==> config.mk <==
export PLATFORM = sky130hd
export DESIGN_NAME = mips_iter_divider
export DESIGN_NICKNAME = d
export VERILOG_FILES = /design/src/rtl/mips_div_pkg.sv /design/src/rtl/div_step.sv /design/src/rtl/mips_iter_divider.sv
export SDC_FILE = /design/constraint.sdc
export NUM_CORES = 1
export LEC_CHECK = 0
export CORE_MARGIN = 2
export CORE_UTILIZATION = 45
export CTS_BUF_LIST = sky130_fd_sc_hd__clkbuf_8 sky130_fd_sc_hd__clkbuf_16
export DETAILED_ROUTE_END_ITERATION = 12
export DONT_BUFFER_PORTS = 1
export HOLD_SLACK_MARGIN = 0.06
export SLEW_MARGIN = 10
export SYNTH_ARGS = -nofsm -noshare
export SYNTH_HDL_FRONTEND = slang
export SYNTH_SLANG_ARGS = --single-unit
==> constraint.sdc <==
create_clock -name clk -period 4.2 [get_ports clk]
set_clock_uncertainty 0.15 [all_clocks]
set_input_delay 0.21 -clock clk [delete_from_list [all_inputs] [get_ports clk]]
set_output_delay 0.21 -clock clk [all_outputs]
set_load 0.01 [all_outputs]
==> src/rtl/mips_div_pkg.sv <==
// Shared constants and state encoding for the iterative MIPS divider.
// Imported by mips_iter_divider and its restoring-step datapath.
package mips_div_pkg;

    localparam int DIV_WIDTH = 32;
    localparam int DIV_CNT_W = $clog2(DIV_WIDTH) + 1;

    typedef enum logic [1:0] {
        IDLE,
        ITER,
        FIXUP
    } div_state_t;

endpackage

==> src/rtl/div_step.sv <==
// One restoring-division iteration: shift in a dividend bit, trial-subtract.
// Ports: rem_i/dvsr_i/bit_i in; rem_o (next partial remainder), qbit_o out.
module div_step
    import mips_div_pkg::*;
#(
    parameter int W = DIV_WIDTH
) (
    input  logic [W-1:0] rem_i,
    input  logic [W-1:0] dvsr_i,
    input  logic         bit_i,
    output logic [W-1:0] rem_o,
    output logic         qbit_o
);

    logic [W:0] shifted;
    logic [W:0] trial;

    assign shifted = {rem_i, bit_i};
    // One extra bit so a borrow shows up as a negative trial.
    assign trial   = shifted - {1'b0, dvsr_i};
    assign qbit_o  = ~trial[W];
    assign rem_o   = trial[W] ? shifted[W-1:0] : trial[W-1:0];

endmodule

==> src/rtl/mips_iter_divider.sv <==
// Multi-cycle DIV/DIVU unit: restoring, one quotient bit per cycle.
// Ports: clk, rst_n, start, is_signed, dividend, divisor in;
//        busy, done, quotient (LO), remainder (HI), div_by_zero out.
module mips_iter_divider
    import mips_div_pkg::*;
#(
    parameter int WIDTH = DIV_WIDTH
) (
    input  logic             clk,
    input  logic             rst_n,
    input  logic             start,
    input  logic             is_signed,
    input  logic [WIDTH-1:0] dividend,
    input  logic [WIDTH-1:0] divisor,
    output logic             busy,
    output logic             done,
    output logic [WIDTH-1:0] quotient,
    output logic [WIDTH-1:0] remainder,
    output logic             div_by_zero
);

    localparam int CNT_W = $clog2(WIDTH) + 1;

    div_state_t       state_q;
    logic [CNT_W-1:0] cnt_q;
    logic [WIDTH-1:0] rem_q;
    logic [WIDTH-1:0] quo_q;
    logic [WIDTH-1:0] dvsr_q;
    logic             neg_quo_q;
    logic             neg_rem_q;
    logic             dbz_q;
    logic             busy_q;
    logic             done_q;
    logic [WIDTH-1:0] quotient_q;
    logic [WIDTH-1:0] remainder_q;
    logic             div_by_zero_q;

    logic             a_neg;
    logic             b_neg;
    logic [WIDTH-1:0] a_mag;
    logic [WIDTH-1:0] b_mag;
    logic [WIDTH-1:0] step_rem;
    logic             step_qbit;

    // abs(min int) wraps to itself, which reads correctly as unsigned.
    assign a_neg = is_signed & dividend[WIDTH-1];
    assign b_neg = is_signed & divisor[WIDTH-1];
    assign a_mag = a_neg ? (~dividend + 1'b1) : dividend;
    assign b_mag = b_neg ? (~divisor + 1'b1) : divisor;

    div_step #(
        .W(WIDTH)
    ) u_step (
        .rem_i (rem_q),
        .dvsr_i(dvsr_q),
        .bit_i (quo_q[WIDTH-1]),
        .rem_o (step_rem),
        .qbit_o(step_qbit)
    );

    always_ff @(posedge clk or negedge rst_n) begin
        if (!rst_n) begin
            state_q       <= IDLE;
            cnt_q         <= '0;
            rem_q         <= '0;
            quo_q         <= '0;
            dvsr_q        <= '0;
            neg_quo_q     <= 1'b0;
            neg_rem_q     <= 1'b0;
            dbz_q         <= 1'b0;
            busy_q        <= 1'b0;
            done_q        <= 1'b0;
            quotient_q    <= '0;
            remainder_q   <= '0;
            div_by_zero_q <= 1'b0;
        end else begin
            done_q <= 1'b0;
            case (state_q)
                IDLE: begin
                    if (start) begin
                        rem_q     <= '0;
                        quo_q     <= a_mag;
                        dvsr_q    <= b_mag;
                        neg_quo_q <= a_neg ^ b_neg;
                        neg_rem_q <= a_neg;
                        dbz_q     <= (divisor == '0);
                        cnt_q     <= '0;
                        busy_q    <= 1'b1;
                        state_q   <= ITER;
                    end
                end
                ITER: begin
                    rem_q <= step_rem;
                    quo_q <= {quo_q[WIDTH-2:0], step_qbit};
                    cnt_q <= cnt_q + 1'b1;
                    if (cnt_q == CNT_W'(WIDTH - 1)) begin
                        state_q <= FIXUP;
                    end
                end
                FIXUP: begin
                    // On divide-by-zero the magnitude remainder is |dividend|;
                    // re-applying the dividend sign restores the original
                    // value, so only the quotient negation must be blocked.
                    quotient_q <= (neg_quo_q && !dbz_q)
                                  ? (~quo_q + 1'b1) : quo_q;
                    remainder_q <= neg_rem_q
                                   ? (~rem_q + 1'b1) : rem_q;
                    div_by_zero_q <= dbz_q;
                    done_q        <= 1'b1;
                    busy_q        <= 1'b0;
                    state_q       <= IDLE;
                end
                default: begin
                    state_q <= IDLE;
                    busy_q  <= 1'b0;
                end
            endcase
        end
    end

    assign busy        = busy_q;
    assign done        = done_q;
    assign quotient    = quotient_q;
    assign remainder   = remainder_q;
    assign div_by_zero = div_by_zero_q;

endmodule

After elaboration in Yosys (flattened, before gate mapping)
Index checks and enable logic that the tools add are counted.
{"block": "totals", "reg_bits": 174, "output_inout_bits": 67, "wordCells": 59, "input_bits": 68}
{"block": "op_classes", "n_eq_ne": 5, "n_addsub": 6, "reduce_logical": 9, "n_bitwise": 9, "n_mux": 17}
{"operator": "$mux 32", "n": 7}
{"operator": "$add 32x1->32 const B", "n": 4}
{"operator": "$not 32->32", "n": 4}
{"operator": "$pmux 32 s2", "n": 2}
{"operator": "$sub 33x32->33", "n": 1}
{"operator": "$logic_not 32->1", "n": 1}
{"operator": "$pmux 6 s2", "n": 1}
{"operator": "$reduce_and 2->1", "n": 4}
{"operator": "$add 6x1->6 const B", "n": 1}
{"operator": "$eq 6x5->1 const B", "n": 1}
{"operator": "$mux 6", "n": 1}
{"operator": "$mux 2", "n": 2}
{"operator": "$ne 2x2->1 const B", "n": 2}
{"operator": "$pmux 2 s2", "n": 1}
{"operator": "$and 1x1->1", "n": 2}
{"operator": "$eq 2x1->1 const B", "n": 1}
{"operator": "$eq 2x2->1 const B", "n": 1}
{"operator": "$logic_not 2->1", "n": 1}
{"operator": "$mux 1", "n": 2}
{"operator": "$not 1->1", "n": 2}
{"operator": "$pmux 1 s2", "n": 1}
{"operator": "$reduce_bool 2->1", "n": 1}
{"operator": "$logic_and 1x1->1", "n": 1}
{"operator": "$logic_not 1->1", "n": 1}
{"operator": "$xor 1x1->1", "n": 1}

Depth between registers and ports, before layout
{"block": "logic_depth", "depth_word": 5, "mapped_depth": 14, "ltp_nobuf": 12}

By module
A second synthesis with hierarchy kept.
{"block": "unflattened", "hier_cells": 1296, "hier_area_um2": 11513.5}
{"mod": "mips_iter_divider", "instances": 1, "cells_per_inst": 985, "seq_area_each_um2": 4354.2, "area_each_um2": 9257.6}
{"mod": "div_step", "instances": 1, "cells_per_inst": 311, "seq_area_each_um2": 0.0, "area_each_um2": 2255.9}

Worst setup path after synthesis
OpenSTA, ideal clock, no wires.
{"block": "synth_timing", "path_type": "reg-to-reg", "start": "reg quo_q[31]", "end": "reg rem_q[1]", "required_ns": 3.974, "n_path_buf": 1, "stages_incl_launch_ff": 14, "setup_slack_ns": 1.039, "arrival_time_ns": 2.935, "setup_time_ns": 0.076, "period_less_slack_ns": 3.161, "cell_sequence": "dfrtp_1 -> inv_1 -> ha_1 -> fa_1 -> nand2b_1 -> a21oi_1 -> o2111ai_1 -> a31oi_1 -> o2111ai_1 -> a211o_1 -> nand4_1 -> buf_4 -> mux2_1 -> o21ai_1"}
{"block": "synth_between", "elab_chain_cells": 3}
{"element": "start, declared", "line": "mips_iter_divider.sv:27", "text": "logic [WIDTH-1:0] quo_q;"}
{"element": "start signal, assigned", "line": "mips_iter_divider.sv:82", "text": "quo_q <= a_mag;"}
{"element": "start signal, assigned", "line": "mips_iter_divider.sv:94", "text": "quo_q <= {quo_q[WIDTH-2:0], step_qbit};"}
{"element": "$sub 33x32->33", "line": "div_step.sv:20", "text": "assign trial = shifted - {1'b0, dvsr_i};"}
{"element": "$mux 32", "line": "div_step.sv:22", "text": "assign rem_o = trial[W] ? shifted[W-1:0] : trial[W-1:0];"}
{"element": "$pmux 32 s2", "line": "mips_iter_divider.sv:78", "text": "case (state_q)"}
{"element": "end signal, assigned", "line": "mips_iter_divider.sv:93", "text": "rem_q <= step_rem;"}
{"element": "end, declared", "line": "mips_iter_divider.sv:26", "text": "logic [WIDTH-1:0] rem_q;"}
Every way passes these cells.
A chain may end at the register's enable or synchronous reset.

Final worst setup path
{"block": "layout_timing", "start": "reg quo_q[31]", "end": "reg rem_q[0]"}
{"block": "layout_between", "elab_chain_cells": 3}
{"element": "$sub 33x32->33", "line": "div_step.sv:20"}
{"element": "$mux 32 *", "line": "div_step.sv:22"}
{"element": "$pmux 32 s2 *", "line": "mips_iter_divider.sv:78"}
Every way passes the cells marked *; elsewhere a longest branch is shown, timed or not.

==> impl_metrics.ini <==
[critical_path]
path_max_fanout = 18
crit_arrival_ns = 3.95
cp-end-kind = flop
cp-start-kind = flop
cp_common_cell = o2111ai_1
r2r_cells = 13
timing_worst_setup_path_type = reg -> reg
path_cells = inv_1 > ha_1 > fa_1 > nand2b_1 > a21oi_1 > o2111ai_1 > a31oi_1 > o2111ai_1 > a211o_1 > nand4_1 > buf_4 > mux2_2 > o21ai_0
slowest_stage = dfrtp_1
cp_data_required_time_ns = 4.41
critPathMaxStageDelay_ns = 0.38

[sta]
setup_viol = 0
fin_tns_setup_ns = 0
whs_ns = -0.670
tightestPinTransition_ns = 1.05
period_minus_slack_ns = 3.74
rsz0062_at_grt = false
fmax_mhz = 267
min_period_over_period_pct = 89.1
drv_slew = 0
max_slew_margin_pct = 30.1
hold_viol = 174

[detailed_routing]
drtAntennaViolNets = 0
via_per_inst = 5.50
first_iter_violations = 625
dr_total_vias = 9375
drtPass1Iterations = 5
finalWirelength_um = 28900
drc = 0
post_drt_wl_per_cell_um = 16.9

[synth]
synth_enable_flop_cells = 0
synth_area_mm2 = 0.0111
syn_nets = 1410
synth_async_sr_flop_share_pct = 100
ys.flop_type = dfrtp_1
syn_area_per_cell_um2 = 8.51
synthCells = 1304
ys_seq_area_share_pct = 39.2
synthDistinctLibCells = 68
ys_warn_count = 0
synth_seq_cells = 174

[floorplanning]
die_area_mm2 = 0.0259
die_w_um = 161
ios = 135
rows = 57
start_util_pct = 45.8
core-area_mm2 = 0.0242
die_y_um = 161

[outcome]
status = complete, but fails checks
failed_checks = negative hold slack

[pwr]
leakage_nw = 5.50
p_switching_mw = 3.72
comb_power_share_pct = 51.1
seqPwrFrac_pct = 30.6
ir_drop_uv = 406
power.total_mw = 8.83
p_int_mw = 5.11
swShare_pct = 42.1
clkPwrFrac_pct = 18.2
power_density_mw_per_mm2 = 682

[job]
drv_cap = 0

[placed_design]
gp_congestion = 0.889
placement.io_buffers = 0
hpwl_um = 20600
placed_cell_area_mm2 = 0.0114

[global_routing]
grt_max_degree = 175
grt_antenna_before_repair = 0
grt_pass1_wl_um = 47900
grt_pass1_vias = 9183
grt_overflow = 0
gr-usage-all-layers_pct = 22.8

[finish]
final_cell_area_mm2 = 0.0129
nets = 1475
area_delta_synth_final_pct = 16.5
layout-drive-gt1-share_pct = 4.99
antenna_cells = 0

[clock_network]
cts_buffers = 17
insertion_delay_ns = 0.43
htree_levels = 4
cts_tree = built
hold_buffers = 94
cts_buffer_depth = 2
cts.sinks = 174
root_buffer = clkbuf_16
clkTransAtPathRegs_ns = 0.07

[hold_path]
hp-class = in -> async
synthesized netlist by cell type (3+ instances only):
cell / count / area, µm²
a21o_1: 16 / 120
a21oi_1: 74 / 370
a22oi_1: 25 / 188
a2bb2oi_1: 3 / 26.3
a31oi_1: 10 / 62.6
and2_1: 10 / 62.6
and3_1: 6 / 37.5
buf_1: 3 / 11.3
clkbuf_1: 57 / 214
dfrtp_1: 174 / 4350
ha_1: 37 / 463
inv_1: 63 / 236
mux2i_1: 24 / 240
nand2_1: 196 / 736
nand2b_1: 17 / 106
nand3_1: 12 / 60.1
nand3b_1: 3 / 22.5
nand4_1: 4 / 25.0
nor2_1: 60 / 225
nor2b_1: 6 / 37.5
nor3_1: 23 / 115
nor4_1: 10 / 62.6
o2111ai_1: 5 / 43.8
o211ai_1: 6 / 45.0
o21ai_0: 179 / 896
o21ai_1: 19 / 95.1
o21bai_1: 3 / 22.5
o221ai_1: 4 / 35.0
o22ai_1: 12 / 75.1
o31ai_1: 20 / 150
o41ai_1: 10 / 87.6
o41ai_2: 3 / 48.8
or3_1: 10 / 62.6
or4_1: 8 / 60.1
or4_4: 3 / 33.8
xnor2_1: 78 / 683
xor2_1: 67 / 587
state kept, by name, summed over array words and instances, names as in the netlist:
name         cells
neg_quo_q        1
quotient        32
div_by_zero      1
dbz_q            1
rem_q           32
busy             1
cnt_q            6
remainder       32
dvsr_q          32
done             1
state_q          2
neg_rem_q        1
quo_q           32
through the flow:
stage                     setup slack (ns)  utilization [%]  hold slack (ns)  std cells
after floorplan                       1.04                -           -0.236       1304
after global placement               0.637             47.0           -0.227       1580
after detailed placement             0.515             47.0           -0.227       1580
after global routing                 0.105             53.4           -0.696       1706
after CTS                            0.492             53.4           -0.690       1706
final                                0.458             53.4           -0.670       1706
layout make-up:
type / count / area, µm²
Multi-Input combinational cell: 1002 / 6280
Clock buffer: 20 / 467
Timing Repair Buffer: 110 / 1060
Inverter: 64 / 240
Sequential cell: 174 / 4350
Fill cell: 2281 / 11300
Tap cell: 324 / 405
Clock inverter: 12 / 134
cell usage in the layout (no fill, tap or decap), drive strengths merged, types with 7 or more instances in the layout:
cell	instances
nand2b	17
or3	11
nand2	197
xor2	67
a21o	16
clkinv	7
nor3	23
dfrtp	174
a21oi	74
a22oi	25
inv	65
a31oi	10
o21ai	198
ha	37
nor4	12
and2	10
nand3	12
or4	11
xnor2	78
buf	16
o22ai	12
mux2i	24
o31ai	20
nor2	61
dlygate4sd3	94
clkbuf	20
o41ai	13
kinds of logic after synthesis:
family | count (synthesis) | share of synthesized area (%)
AOI/OAI and AO/OA | 411 | 22.2
xor gates and xnor gates | 145 | 11.4
adders and majority gates | 38 | 4.35
buffers and inverters | 128 | 4.47
DFF | 174 | 39.2
muxes | 27 | 2.47
and+or+nand+nor | 381 | 15.9
per-layer routing:
metal	up-vias	part of all wire (%)	GRT usage [%]
li1	4732	-	-
met1	4342	49	33.7
met2	259	43	33.5
met3	42	6.0	4.31
met4	0	1.8	7.43
met5	-	0	0
power groups by stage:
stage / Clock, mW / Sequential, mW / Combinational [mW]
global placement: 0 / 2.70 / 4.30
global route: 1.72 / 2.78 / 5.07
CTS: 1.66 / 2.69 / 4.49
finish: 1.61 / 2.71 / 4.51
detailed placement: 0 / 2.72 / 4.36
floorplan: 0 / 2.52 / 3.61
critical path, delay by kind of cell (launching register included):
| kind | cells | cell delay, ns |
|---|---|---|
| adders and majority gates | 2 | 0.58 |
| and+or+nand+nor | 2 | 0.30 |
| buffers and inverters | 2 | 0.37 |
| muxes | 1 | 0.37 |
| AOI/OAI and AO/OA | 6 | 1.49 |
| DFF | 1 | 0.38 |
repair_timing:
item                                    4_1_cts  5_1_grt
setup buffers                                 0        0
gates resized for setup                       0        0
endpoints found under the setup margin        0        0
hold endpoints to repair                    243      174
worst paths after layout:
check | from | end | slack, ns
worst max-delay path | quo_q[31] | rem_q[0] | 0.46
max in group asynchronous | rst_n | rem_q[20] | 4.15
worst min register to register | dvsr_q[11] | dvsr_q[11] | 0.33
min in group clk | divisor[14] | dvsr_q[17] | 0.08
worst max register to register | quo_q[31] | rem_q[0] | 0.46
worst min-delay path | rst_n | dvsr_q[13] | -0.67
(Power assumes the default switching activity.)
